[src/rtl/if_fetch_unit.sv]
// IF-stage fetch unit: fetch PC, req/ack instruction-memory port and a prefetch queue feeding IF/ID.
// Define IF_FETCH_STATS_EN to add the fetch_cnt_o / drop_cnt_o statistics counters.
module if_fetch_unit #(
   parameter logic [31:0] RESET_PC    = 32'd0,
   parameter int          QUEUE_DEPTH = 2
) (
   input  logic        clk_i,
   input  logic        rst_i,
   output logic        imem_req_o,
   output logic [31:0] imem_addr_o,
   input  logic        imem_ack_i,
   input  logic [31:0] imem_data_i,
   input  logic        stall_i,
   input  logic        redirect_i,
   input  logic [31:0] redirect_pc_i,
   output logic        valid_o,
   output logic [31:0] program_suppose_o,
`ifdef IF_FETCH_STATS_EN
   output logic [31:0] instruction_o,
   output logic [31:0] fetch_cnt_o,
   output logic [31:0] drop_cnt_o
`else
   output logic [31:0] instruction_o
`endif
);

   localparam int          AW      = $clog2(QUEUE_DEPTH);
   localparam logic [AW:0] DEPTH_C = (AW+1)'(QUEUE_DEPTH);

   typedef enum logic {S_IDLE = 1'b0, S_REQ = 1'b1} state_t;

   state_t        r_state, w_state_next;
   logic [31:0]   r_addr, w_addr_next;
   logic [31:0]   r_fetch_pc, w_fetch_pc_next;
   logic          r_stale, w_stale_next;
   logic [31:0]   r_q_instr [QUEUE_DEPTH];
   logic [31:0]   r_q_pc4   [QUEUE_DEPTH];
   logic [AW-1:0] r_rd_ptr, r_wr_ptr;
   logic [AW:0]   r_count, w_count_next;
   logic [31:0]   w_addr_inc;
   logic          w_ack, w_push, w_pop, w_valid, w_can_issue;

   always_comb begin
      w_addr_inc   = r_addr + 32'd4;
      w_valid      = (r_count != '0);
      w_ack        = (r_state == S_REQ) && imem_ack_i;
      // Stale data and data acked under a redirect are discarded, never queued.
      w_push       = w_ack && !r_stale && !redirect_i;
      w_pop        = w_valid && !stall_i && !redirect_i;
      w_count_next = r_count + (AW+1)'(w_push) - (AW+1)'(w_pop);
      if (redirect_i)
         w_count_next = '0;
   end

   always_comb begin
      w_state_next    = r_state;
      w_addr_next     = r_addr;
      w_stale_next    = r_stale;
      w_fetch_pc_next = r_fetch_pc;
      w_can_issue     = 1'b0;
      // While stale, r_fetch_pc already holds the saved redirect target.
      if (redirect_i)
         w_fetch_pc_next = redirect_pc_i;
      else if (w_ack && !r_stale)
         w_fetch_pc_next = w_addr_inc;
      case (r_state)
         S_IDLE: begin
            w_can_issue = (r_count < DEPTH_C);
            if (w_can_issue) begin
               w_state_next = S_REQ;
               w_addr_next  = w_fetch_pc_next;
            end
         end
         S_REQ: begin
            w_can_issue = (w_count_next < DEPTH_C);
            if (w_ack) begin
               w_stale_next = 1'b0;
               if (w_can_issue)
                  w_addr_next = w_fetch_pc_next;
               else
                  w_state_next = S_IDLE;
            end else if (redirect_i) begin
               w_stale_next = 1'b1;
            end
         end
         default: w_state_next = S_IDLE;
      endcase
   end

   always_ff @(posedge clk_i or posedge rst_i) begin
      if (rst_i) begin
         r_state    <= S_IDLE;
         r_addr     <= RESET_PC;
         r_fetch_pc <= RESET_PC;
         r_stale    <= 1'b0;
         r_rd_ptr   <= '0;
         r_wr_ptr   <= '0;
         r_count    <= '0;
      end else begin
         r_state    <= w_state_next;
         r_addr     <= w_addr_next;
         r_fetch_pc <= w_fetch_pc_next;
         r_stale    <= w_stale_next;
         r_count    <= w_count_next;
         if (redirect_i) begin
            r_rd_ptr <= '0;
            r_wr_ptr <= '0;
         end else begin
            if (w_push)
               r_wr_ptr <= r_wr_ptr + AW'(1);
            if (w_pop)
               r_rd_ptr <= r_rd_ptr + AW'(1);
         end
      end
   end

   always_ff @(posedge clk_i) begin
      if (w_push) begin
         r_q_instr[r_wr_ptr] <= imem_data_i;
         r_q_pc4[r_wr_ptr]   <= w_addr_inc;
      end
   end

   assign imem_req_o        = (r_state == S_REQ);
   assign imem_addr_o       = r_addr;
   assign valid_o           = w_valid;
   assign program_suppose_o = w_valid ? r_q_pc4[r_rd_ptr] : 32'd0;
   assign instruction_o     = w_valid ? r_q_instr[r_rd_ptr] : 32'd0;

`ifdef IF_FETCH_STATS_EN
   logic [31:0] r_fetch_cnt, r_drop_cnt;

   always_ff @(posedge clk_i or posedge rst_i) begin
      if (rst_i) begin
         r_fetch_cnt <= 32'd0;
         r_drop_cnt  <= 32'd0;
      end else begin
         if (w_pop)
            r_fetch_cnt <= r_fetch_cnt + 32'd1;
         if (w_ack && (r_stale || redirect_i))
            r_drop_cnt <= r_drop_cnt + 32'd1;
      end
   end

   assign fetch_cnt_o = r_fetch_cnt;
   assign drop_cnt_o  = r_drop_cnt;
`else
`endif

endmodule

[config.mk]
export PLATFORM = sky130hd
export DESIGN_NAME = if_fetch_unit
export DESIGN_NICKNAME = d
export VERILOG_FILES = /design/src/rtl/if_fetch_unit.sv
export SDC_FILE = /design/constraint.sdc
export NUM_CORES = 1
export LEC_CHECK = 0
export CAP_MARGIN = 20
export CORE_AREA = 5 5 144 146
export DETAILED_ROUTE_END_ITERATION = 8
export DIE_AREA = 0 0 149 151
export PLACE_DENSITY = 0.75
export SLEW_MARGIN = 20
export SYNTH_ARGS = -nofsm -noshare
export SYNTH_HDL_FRONTEND = slang
export SYNTH_SLANG_ARGS = --single-unit
[constraint.sdc]
create_clock -name clk_i -period 4.3 [get_ports clk_i]
set_clock_uncertainty 0.2 [all_clocks]
set_input_delay 0.645 -clock clk_i [delete_from_list [all_inputs] [get_ports clk_i]]
set_output_delay 0.645 -clock clk_i [all_outputs]
set_load 0.1 [all_outputs]
==> flow_metrics.py <==
metrics = {
    "clock_network": {
        "cts_tree": "done",
        "clockBufferDepth": 2,
        "cts_inserted_buffers": 17,
        "worst_skew_pair.late_latency_ns": 0.43,
        "clock_sinks": 198,
        "postCtsSetupRepairBufs": 0,
        "htreeDepth": 4,
        "cts_root_buffer": "clkbuf_16",
        "cts_resized": 0,
        "cts_hold_buf": 0,
        "clkSlewWorstSetupHoldPaths_ns": 0.07,
    },
    "placement": {
        "hpwlAfterDp_mm": 14.5,
        "port_buffers": 166,
        "place_area_sq_um": 10700,
        "place.gp.congestion": 0.810,
    },
    "synth": {
        "yosys_warnings": 0,
        "async_flop_share_pct": 35.4,
        "ys.flop_type": "edfxtp_1",
        "netlist_area_sq_um": 8870,
        "synth_top_area_share_pct": 43.3,
        "synth-edff-count": 128,
        "ys_seq_area_share_pct": 63.0,
        "syn_inst": 730,
        "synth_area_leader_cell": "edfxtp_1",
        "ys_seq_elements": 198,
        "synth_area_per_cell_sq_um": 12.2,
        "synth_cell_types": 60,
        "synthTopCellsByArea": "edfxtp_1, dfrtp_1, mux2i_1, nor2_1, nand2_1",
        "syn_nets": 802,
    },
    "min_path": {
        "hold_path.class": "in -> async",
    },
    "power_and_ir_drop": {
        "sequentialPowerShare_pct": 37.9,
        "power_frac_comb_pct": 37.6,
        "switchingPower_mw": 2.80,
        "power.share.clock_pct": 24.5,
        "swShare_pct": 42.6,
        "p_per_area_nw_per_um2": 580,
        "power_mw": 6.58,
        "leakage_nw": 4.29,
        "vdd_drop_max_mv": 0.408,
        "internal_power_mw": 3.77,
    },
    "critical_path": {
        "critical_path_buf_inv_count": 1,
        "crit_fanout": 30,
        "r2r_slack_ns": 1.20,
        "crit_type": "reg -> out",
        "critPathCaptureType": "output pin",
        "path_delay_family": "buffers and inverters",
        "required_ns": 3.45,
        "r2r_end": "imem_addr_o[16]",
        "cp_cell_sequence": "mux2i_1, nor2_1, clkdlybuf4s50_1",
        "crit_cells": 3,
        "rr_startpoint": "imem_req_o",
        "slowest_stage": "clkdlybuf4s50_1",
        "critPathMaxStageDelay_ns": 1.16,
        "rr_worst_depth": 12,
        "crit_path_start_kind": "flip-flop",
        "cp.arrival_ns": 2.68,
    },
    "global_routing": {
        "grt-ovfl-total": 0,
        "grt_first_pass_wirelength_mm": 33.6,
        "grt_max_degree": 50,
        "grt_pass1_vias": 6218,
        "grtUsageTotal_pct": 19.3,
        "antenna_found_initial": 0,
    },
    "timing": {
        "setup_tns_ns": 0,
        "tightest_slew_ns": 1.06,
        "finalSetupViolCount": 0,
        "holdWs_ns": 0.329,
        "period_needed_ns": 3.52,
        "min_period_over_period_pct": 81.9,
        "hold_viol": 0,
        "maxSlewViolCount": 0,
        "rsz0062_at_grt": "no",
        "relSlewSlack_pct": 29.3,
        "clock.fmax_mhz": 284,
    },
    "floorplanning": {
        "start_util_pct": 46.1,
        "rows": 51,
        "dieArea_sq_um": 22500,
        "chipHeight_microns": 151,
        "pin_count": 167,
        "core_area_sq_um": 19300,
        "die-width_microns": 149,
    },
    "layout": {
        "final_common_cell": "edfxtp_1",
        "layout.nets": 956,
        "most-common-layout-cells": "edfxtp_1, clkdlybuf4s50_1, nor2_1, mux2i_1, dfrtp_1",
        "design_area_sq_um": 11300,
        "drive_gt1_share_pct": 13.9,
        "n_antenna_cell": 0,
        "syn_to_final_growth_pct": 27.7,
    },
    "detailed_routing": {
        "ant_nets": 0,
        "wl_per_cell_microns": 18.2,
        "drt_first_iter_violations": 370,
        "wirelength_mm": 21.1,
        "via_count": 6279,
        "via_per_inst": 5.40,
        "firstDrtPassIters": 4,
        "drc": 0,
    },
    "job": {
        "cap_violations": 0,
    },
    "run_status": {
        "status": "finished clean",
    },
}
-- cells by family (layout without fill, tap and decap cells) --
| group | Yosys count | in the layout | synth area share, % |
|---|---|---|---|
| and+or+nand+nor | 249 | 249 | 13.5 |
| DFF | 198 | 198 | 63.0 |
| AOI/OAI and AO/OA | 112 | 112 | 8.54 |
| muxes | 82 | 82 | 9.38 |
| buffers and inverters | 64 | 231 | 2.89 |
| xor gates and xnor gates | 22 | 22 | 2.17 |
| adders and majority gates | 3 | 3 | 0.423 |
-- layout make-up --
class | count | area, sq um
multi-input combinational | 468 | 3040
tap | 265 | 332
clock inverter | 14 | 161
fill | 1609 | 7940
sequential | 198 | 5600
clock buffer | 18 | 439
timing repair buffer | 183 | 1700
inverter | 16 | 60.1
-- stage by stage --
step | cells | util [%] | worst slack [ns]
global placement | 1130 | 55.7 | 0.559
global route | 1162 | 58.8 | 0.612
detailed placement | 1130 | 55.7 | 0.498
CTS | 1162 | 58.8 | 0.734
floorplan | 730 | - | 0.000284
finish | 1162 | 58.8 | 0.778
-- synthesized netlist by cell type (5+ instances only) --
| library cell | count |
|---|---|
| edfxtp_1 | 128 |
| nor2_1 | 100 |
| mux2i_1 | 73 |
| dfrtp_1 | 70 |
| nand2_1 | 64 |
| clkbuf_1 | 31 |
| o21ai_0 | 31 |
| inv_1 | 16 |
| a21oi_1 | 15 |
| and3_1 | 15 |
| nand3_1 | 14 |
| nor3_1 | 13 |
| xnor2_1 | 13 |
| buf_1 | 10 |
| mux2_2 | 9 |
| xor2_1 | 9 |
| a31oi_1 | 7 |
| o31ai_1 | 7 |
| or3_1 | 6 |
| a221o_1 | 5 |
| nand4_1 | 5 |
-- power by group through the flow --
stage               registers [mW]  logic, mW  clock network [mW]
finish                        2.49       2.47                1.61
global route                  2.52       2.59                1.71
CTS                           2.49       2.49                1.64
detailed placement            2.53       2.48                   0
global placement              2.52       2.46                   0
floorplan                     3.00       1.37                   0
-- flip-flops by register name, summed over array words and instances (netlist names) --
| name | flops |
|---|---|
| r_q_instr | 64 |
| r_q_pc4 | 64 |
| imem_addr_o | 32 |
| r_fetch_pc | 32 |
| r_count | 2 |
| imem_req_o | 1 |
| r_rd_ptr | 1 |
| r_stale | 1 |
| r_wr_ptr | 1 |
-- worst reg2reg max path, cell delays in order, from the launching register on --
cell,delay [ns]
dfrtp_1,0.48
nand3b_1,0.13
nor2_1,0.14
inv_1,0.07
ha_1,0.27
inv_1,0.06
ha_1,0.15
xor2_1,0.25
mux2i_1,0.15
o21ai_1,0.62
buf_4,0.31
a21oi_1,0.06
o22ai_1,0.12
-- worst max-delay path by stage --
stage                           from  slack, ns               endpoint
after global routing      imem_ack_i       0.61        imem_addr_o[16]
after detailed placement  imem_ack_i       0.50        imem_addr_o[12]
after floorplan           imem_req_o     0.0003        imem_addr_o[25]
final                       r_rd_ptr       0.78   program_suppose_o[9]
after CTS                   r_rd_ptr       0.73  program_suppose_o[13]
after global placement    imem_ack_i       0.56        imem_addr_o[16]
-- routing by layer --
layer,share of wire (%),wire (microns),vias up,global-route usage [%]
met5,0,0,-,0
met4,1.4,305,0,5.77
met2,48,10100,228,31.6
li1,-,-,2951,-
met3,6.9,1460,20,3.80
met1,44,9260,3080,26.3
(Power assumes the default switching activity.)
